--- src/rtl/control_idle_fsm.sv ---
// control_idle_fsm: IDLE/ACTIVE/ERROR/configuration controller for the 4-lane
// recirculation datapath. idle_out steers the recirculator selector, and pausa
// applies hysteresis flow control back toward the lane source.
// Optional build macro: IDLE_CNT_EN. When it is defined, ACTIVE only falls back
// to IDLE after IDLE_HOLD consecutive all-empty cycles instead of the first one.
module control_idle_fsm #(
   parameter int ADDR_W    = 2,
   parameter int IDLE_HOLD = 4
) (
   input  logic              clk,
   input  logic              reset,
   input  logic              init,
   input  logic [ADDR_W:0]   umbral_bajo_in,
   input  logic [ADDR_W:0]   umbral_alto_in,
   input  logic [3:0]        fifo_empty,
   input  logic [ADDR_W:0]   ocup0,
   input  logic [ADDR_W:0]   ocup1,
   input  logic [ADDR_W:0]   ocup2,
   input  logic [ADDR_W:0]   ocup3,
   input  logic [3:0]        fifo_err,
   output logic              idle_out,
   output logic              active_out,
   output logic              error_out,
   output logic [2:0]        estado,
   output logic [3:0]        err_lane,
   output logic              pausa,
   output logic [ADDR_W:0]   umbral_bajo,
   output logic [ADDR_W:0]   umbral_alto
);

   typedef enum logic [2:0] {
      ST_RESET  = 3'd0,
      ST_INIT   = 3'd1,
      ST_IDLE   = 3'd2,
      ST_ACTIVE = 3'd3,
      ST_ERROR  = 3'd4
   } state_t;

   // The hold count must fit the 4-bit run counter and be at least one cycle.
   if (IDLE_HOLD < 1 || IDLE_HOLD > 15) begin : g_bad_idle_hold
      $error("control_idle_fsm: IDLE_HOLD must be in 1..15");
   end

   state_t state;
   state_t state_nxt;
   logic   pausa_nxt;
   logic   any_err;
   logic   all_empty;
   logic   any_high;
   logic   all_low;
   logic   run_state;

`ifdef IDLE_CNT_EN
   localparam logic [3:0] HOLD_LAST = 4'(IDLE_HOLD - 1);
   logic [3:0] idle_cnt;
   logic [3:0] idle_cnt_nxt;
`endif

   assign estado = state;

   // Lane condition summaries shared by the state and pause decisions.
   always_comb begin
      any_err   = |fifo_err;
      all_empty = (fifo_empty == 4'hF);
      any_high  = (ocup0 >= umbral_alto) || (ocup1 >= umbral_alto) ||
                  (ocup2 >= umbral_alto) || (ocup3 >= umbral_alto);
      all_low   = (ocup0 <= umbral_bajo) && (ocup1 <= umbral_bajo) &&
                  (ocup2 <= umbral_bajo) && (ocup3 <= umbral_bajo);
   end

   // Next-state selection; error beats init, init beats lane occupancy.
   always_comb begin
      state_nxt = state;
`ifdef IDLE_CNT_EN
      idle_cnt_nxt = 4'd0;
`endif
      case (state)
         ST_RESET: state_nxt = ST_INIT;
         ST_INIT: begin
            if (!init)
               state_nxt = (umbral_bajo > umbral_alto) ? ST_ERROR : ST_IDLE;
         end
         ST_IDLE: begin
            if (any_err)
               state_nxt = ST_ERROR;
            else if (init)
               state_nxt = ST_INIT;
            else if (!all_empty)
               state_nxt = ST_ACTIVE;
         end
         ST_ACTIVE: begin
            if (any_err)
               state_nxt = ST_ERROR;
            else if (init)
               state_nxt = ST_INIT;
            else if (all_empty) begin
`ifdef IDLE_CNT_EN
               if (idle_cnt == HOLD_LAST)
                  state_nxt = ST_IDLE;
               else
                  idle_cnt_nxt = idle_cnt + 4'd1;
`else
               state_nxt = ST_IDLE;
`endif
            end
         end
         ST_ERROR: state_nxt = ST_ERROR;
         default:  state_nxt = ST_RESET;
      endcase
   end

   // Pause hysteresis, judged against the state being entered so that
   // RESET/INIT/ERROR always present pausa low.
   always_comb begin
      run_state = (state_nxt == ST_IDLE) || (state_nxt == ST_ACTIVE);
      pausa_nxt = 1'b0;
      if (run_state) begin
         if (any_high)
            pausa_nxt = 1'b1;
         else if (all_low)
            pausa_nxt = 1'b0;
         else
            pausa_nxt = pausa;
      end
   end

   // State register with registered decodes, threshold capture and error lanes.
   always_ff @(posedge clk) begin
      if (reset) begin
         state       <= ST_RESET;
         idle_out    <= 1'b0;
         active_out  <= 1'b0;
         error_out   <= 1'b0;
         err_lane    <= 4'd0;
         pausa       <= 1'b0;
         umbral_bajo <= '0;
         umbral_alto <= '0;
`ifdef IDLE_CNT_EN
         idle_cnt    <= 4'd0;
`endif
      end else begin
         state      <= state_nxt;
         idle_out   <= (state_nxt == ST_IDLE);
         active_out <= (state_nxt == ST_ACTIVE);
         error_out  <= (state_nxt == ST_ERROR);
         pausa      <= pausa_nxt;
`ifdef IDLE_CNT_EN
         idle_cnt   <= idle_cnt_nxt;
`endif
         if (state == ST_INIT && init) begin
            umbral_bajo <= umbral_bajo_in;
            umbral_alto <= umbral_alto_in;
         end
         if ((state == ST_IDLE || state == ST_ACTIVE) && any_err)
            err_lane <= err_lane | fifo_err;
      end
   end

endmodule

--- config.mk ---
export PLATFORM = sky130hd
export DESIGN_NAME = control_idle_fsm
export DESIGN_NICKNAME = d
export VERILOG_FILES = /design/src/rtl/control_idle_fsm.sv
export SDC_FILE = /design/constraint.sdc
export NUM_CORES = 1
export LEC_CHECK = 0
export CAP_MARGIN = 40
export CORE_MARGIN = 2
export CORE_UTILIZATION = 44
export DETAILED_ROUTE_END_ITERATION = 6
export MAX_ROUTING_LAYER = met4
export PLACE_DENSITY = 0.91
export SETUP_SLACK_MARGIN = 0.3
export SLEW_MARGIN = 20
export SYNTH_ARGS = -nofsm -noshare
export SYNTH_HDL_FRONTEND = slang
export SYNTH_SLANG_ARGS = --single-unit
--- constraint.sdc ---
create_clock -name clk -period 2.5 [get_ports clk]
set_clock_uncertainty 0.2 [all_clocks]
set_input_delay 0.25 -clock clk [delete_from_list [all_inputs] [get_ports clk]]
set_output_delay 0.25 -clock clk [all_outputs]
set_load 0.05 [all_outputs]
==> Word level (Yosys, flattened, before mapping) <==
Cells that the tools add are included.
{ "totals": {"regBits": 17, "input_bits": 29, "output_inout_bits": 17, "word_cells": 52} }
{ "op_classes": {"magnitude_cmp": 9, "n_eq_ne": 8, "mux": 11, "bitwise": 2, "reduce_logical": 14} }
{ "op_table": {"columns": ["cell", "n"], "rows": [
  ["2-to-1 mux 3 bit", 8],
  ["one-hot mux 3 bit (5 select lines)", 1],
  ["== test 3 x 2 -> 1 bit, second input constant", 4],
  [">= comparator 3 bit", 4],
  ["<= comparator 3 bit", 4],
  ["== test 3 bit, second input constant", 2],
  ["logical AND 1 bit", 5],
  ["logical OR 1 bit", 5],
  ["== test 4 bit, second input constant", 1],
  ["OR 4 bit", 1],
  ["OR reduction 4 bit", 1],
  ["== test 3 x 1 -> 1 bit, second input constant", 1],
  ["> comparator 3 bit", 1],
  ["zero test 3 bit", 1],
  ["2-to-1 mux 1 bit", 2],
  ["nonzero test 2 bit", 1],
  ["OR reduction 2 bit", 1],
  ["inverter 1 bit", 1]
]} }

==> Depth between registers and ports, before layout <==
{ "logic_depth": {"depth_word": 9, "mapped_depth": 7, "mapped_depth_nobuf": 7} }

==> Worst setup path before layout <==
OpenSTA, ideal clock, no wires.
{ "synth_path": {"kind": "flip-flop to flip-flop", "start": "reg umbral_alto[1]", "end": "reg idle_out", "setup_time_ns": 0.133, "t_arrival_ns": 1.873, "required_ns": 2.167, "path_slack_ns": 0.294, "path_stages_with_launch": 8, "n_path_buf": 0, "synth_period_minus_slack_ns": 2.206, "cell_sequence": "dfxtp_1 inv_1 ha_1 nor2b_1 o21a_1 o21ai_0 a31oi_1 nor3b_2"} }
{ "synth_via": {"elab_chain_len": 5} }
{ "synth_lines": {"columns": ["element", "line", "source"], "rows": [
  ["start, declared", "28", "output logic [ADDR_W:0] umbral_alto"],
  ["start signal, assigned", "152", "umbral_alto <= umbral_alto_in;"],
  ["> comparator 3 bit", "81", "state_nxt = (umbral_bajo > umbral_alto) ? ST_ERROR : ST_IDLE;"],
  ["2-to-1 mux 3 bit", "81", null],
  ["2-to-1 mux 3 bit", "80", "if (!init)"],
  ["one-hot mux 3 bit (5 select lines)", "77", "case (state)"],
  ["== test 3 x 2 -> 1 bit", "143", "idle_out <= (state_nxt == ST_IDLE);"],
  ["end signal, assigned", "143", null],
  ["end, declared", "21", "output logic idle_out,"]
]} }
Every way passes these cells.
A chain may end at the register's enable or synchronous reset.

==> Worst setup path after layout <==
{ "layout_path": {"start": "reg umbral_bajo[0]", "end": "out umbral_bajo[0]"} }
{ "layout_rtl": {"columns": ["element", "line", "source"], "rows": [
  ["start, declared", "27", "output logic [ADDR_W:0] umbral_bajo,"],
  ["start signal, assigned", "151", "umbral_bajo <= umbral_bajo_in;"]
]} }
No word-level cell between the ends.

==> impl_results.md <==
* Status: finished clean
* Slowest Stage Delay on Critical Path at 0.87 ns
* CP arrival at 1.69 ns
* Vias post-DR at 1229
* Pwr/cell area at 454 nW/um^2
* RSZ-0062 raised after global routing: no
* Syn Area/Cell at 8.93 sq um
* Clock transition at path regs at 0.10 ns
* CTS Root Cell: clkbuf_4
* Critical path type: reg2out
* Max Fanout on Critical Path at 7
* Post-DR vias/cell at 5.72
* Vias in the first global route at 1327
* Die area at 3200 sq um
* Syn Std Cell Area at 1210 sq um
* Final Cycle Share at 0.858
* Largest net degree at the start of global routing at 15
* Longest Clk Path Bufs at 2
* Total gr overflow at 0
* Final nets at 241
* Antenna cell count at 0
* Worst R2R Setup Slack at 0.50 ns
* Delay-heaviest family, CP: buffers and inverters
* WL per Instance at 14.4 um
* Max VDD drop at 0.000441 V
* Critical-path cell list: clkdlybuf4s50_1
* Post-route setup slack at 0.356 ns
* Worst slew pin tran at 0.499 ns
* Ys Warns at 0
* Commonest cells after routing, fill and taps aside: clkdlybuf4s50_1 (45), ha_1 (27), inv_1 (15), nor2_1 (15), dfxtp_1 (15)
* Fillers at 235
* Die H at 56.5 um
* Die X-Extent at 56.5 um
* Final Hold Fails at 0
* Sink Count at 17
* First-pass GRT wire length at 5380 um
* Post-synth EDFFs at 0
* Antenna violations before repair at 0
* Total leakage power at 0.691 nW
* Gpl congestion at 0.809
* Total Neg Setup Slack at 0 ns
* Finished Cell Area at 1740 sq um
* Final ANT Viol Nets at 0
* GRT Overall Usage at 0.219
* Data required, critical path at 2.05 ns
* PnR Total Power at 0.790 mW
* Crit path buffers/inverters at 1
* Residual DRC at 0
* DP Area at 1710 sq um
* CTS tree: done
* Area added between synthesis and finish at 43.0%
* Setup violators final at 0
* H-tree levels at 1
* Row count at 19
* Number of port buffers at 45
* Register bit count reported by yosys at 17
* Worst slew margin at 0.666
* Synth Flop Type: dfxtp_1
* Hpwl dp at 2590 um
* Share of layout cells above drive strength 1 at 0.0652
* Synth cell types at 32
* Asr flop ratio synth at 0
* Cts hold-fix bufs at 0
* Initial core utilization at 0.452
* Pins Over Slew Limit at 0
* Post-Syn Nets at 192
* Commonest non-fill, non-tap cell in the layout: clkdlybuf4s50_1
* Clock latency at the later pin of the worst-skew pair at 0.29 ns
* Post-Route WL at 3110 um
* Sequential element share of the synthesized area at 0.280
* CP Capture Type: output pin
* Fmax at 0.466 GHz
* Setup crit start kind: flip-flop
* MaxCap Viol Count at 0
* Post-synthesis cell count at 136
* Period minus WS final at 2.14 ns
* Dpl ws at 0.197 ns
* TritonCTS buffer count at 3
* Pre-Repair DR Iteration Count at 4
* Core box area at 2690 sq um
* Min-delay worst type: reg2reg
* Starting DRT DRC Count at 44
* IO Count at 46
* Critical-path top delay cell: clkdlybuf4s50_1
flip-flops by register name (all words and copies together) (netlist names):
name / cells
pausa: 1
umbral_bajo: 3
umbral_alto: 3
idle_out: 1
error_out: 1
err_lane: 4
active_out: 1
estado: 3
what timing repair did:
item	in CTS	in global routing
resized for setup	0	1
setup endpoints to repair	0	4
hold endpoints to repair	0	0
buffers inserted	0	0
report_power, final:
| group | internal, mW | switching (mW) | total (mW) | leakage, nW |
|---|---|---|---|---|
| sequential | 0.291 | 0.0230 | 0.314 | 0.139 |
| combinational | 0.145 | 0.182 | 0.328 | 0.536 |
| clock | 0.0621 | 0.0860 | 0.148 | 0.0150 |
cell families after synthesis:
kind of cell               count (synthesis)  share of synthesized area
muxes                                      6                     0.0494
AOI/OAI and AO/OA                         34                      0.180
and+or+nand+nor                           35                      0.159
adders and majority gates                 27                      0.278
buffers and inverters                     17                     0.0535
DFF                                       17                      0.280
area by class of cell:
cell class              instances  area [sq um]  area share
multi-input cells             102           816       0.469
repair buffers                 46           458       0.263
flip-flops and latches         17           343       0.197
well taps                      31          38.8      0.0223
clock buffers                   4          26.3      0.0151
inverters                      15          56.3      0.0324
routing by layer:
layer  global-route usage  share of wire
met5                    -              0
met1                0.232           0.40
met2                0.400           0.52
met3               0.0184          0.037
met4                0.112          0.041
cells in the mapped netlist, types with 2 or more instances:
master    count  area, sq um
o22ai_1       2         12.5
a211oi_1      4         30.0
and3_1        2         12.5
nand2b_1      3         18.8
a31oi_1       2         12.5
o21ai_0       8         40.0
dfxtp_1      17          340
nand3_1       5         25.0
mux2i_1       6         60.1
nor2_1       15         56.3
ha_1         27          338
a21o_1        3         22.5
inv_1        15         56.3
a21oi_1       9         45.0
through the flow:
| step | util | hold slack [ns] | instances |
|---|---|---|---|
| finish | 0.647 | 0.287 | 215 |
| detailed placement | 0.635 | 0.268 | 211 |
| global placement | 0.635 | 0.253 | 211 |
| global route | 0.647 | 0.327 | 215 |
| CTS | 0.645 | 0.290 | 215 |
| floorplan | - | 0.115 | 136 |
path summary, 6_finish.rpt:
| path | cells after the start | start | to |
|---|---|---|---|
| max reg2reg | 6 | umbral_bajo[0] | idle_out |
| min reg2reg | 2 | err_lane[3] | err_lane[3] |
| max | 1 | umbral_bajo[0] | umbral_bajo[0] |
| min | 2 | err_lane[3] | err_lane[3] |
(Power assumes the default switching activity.)
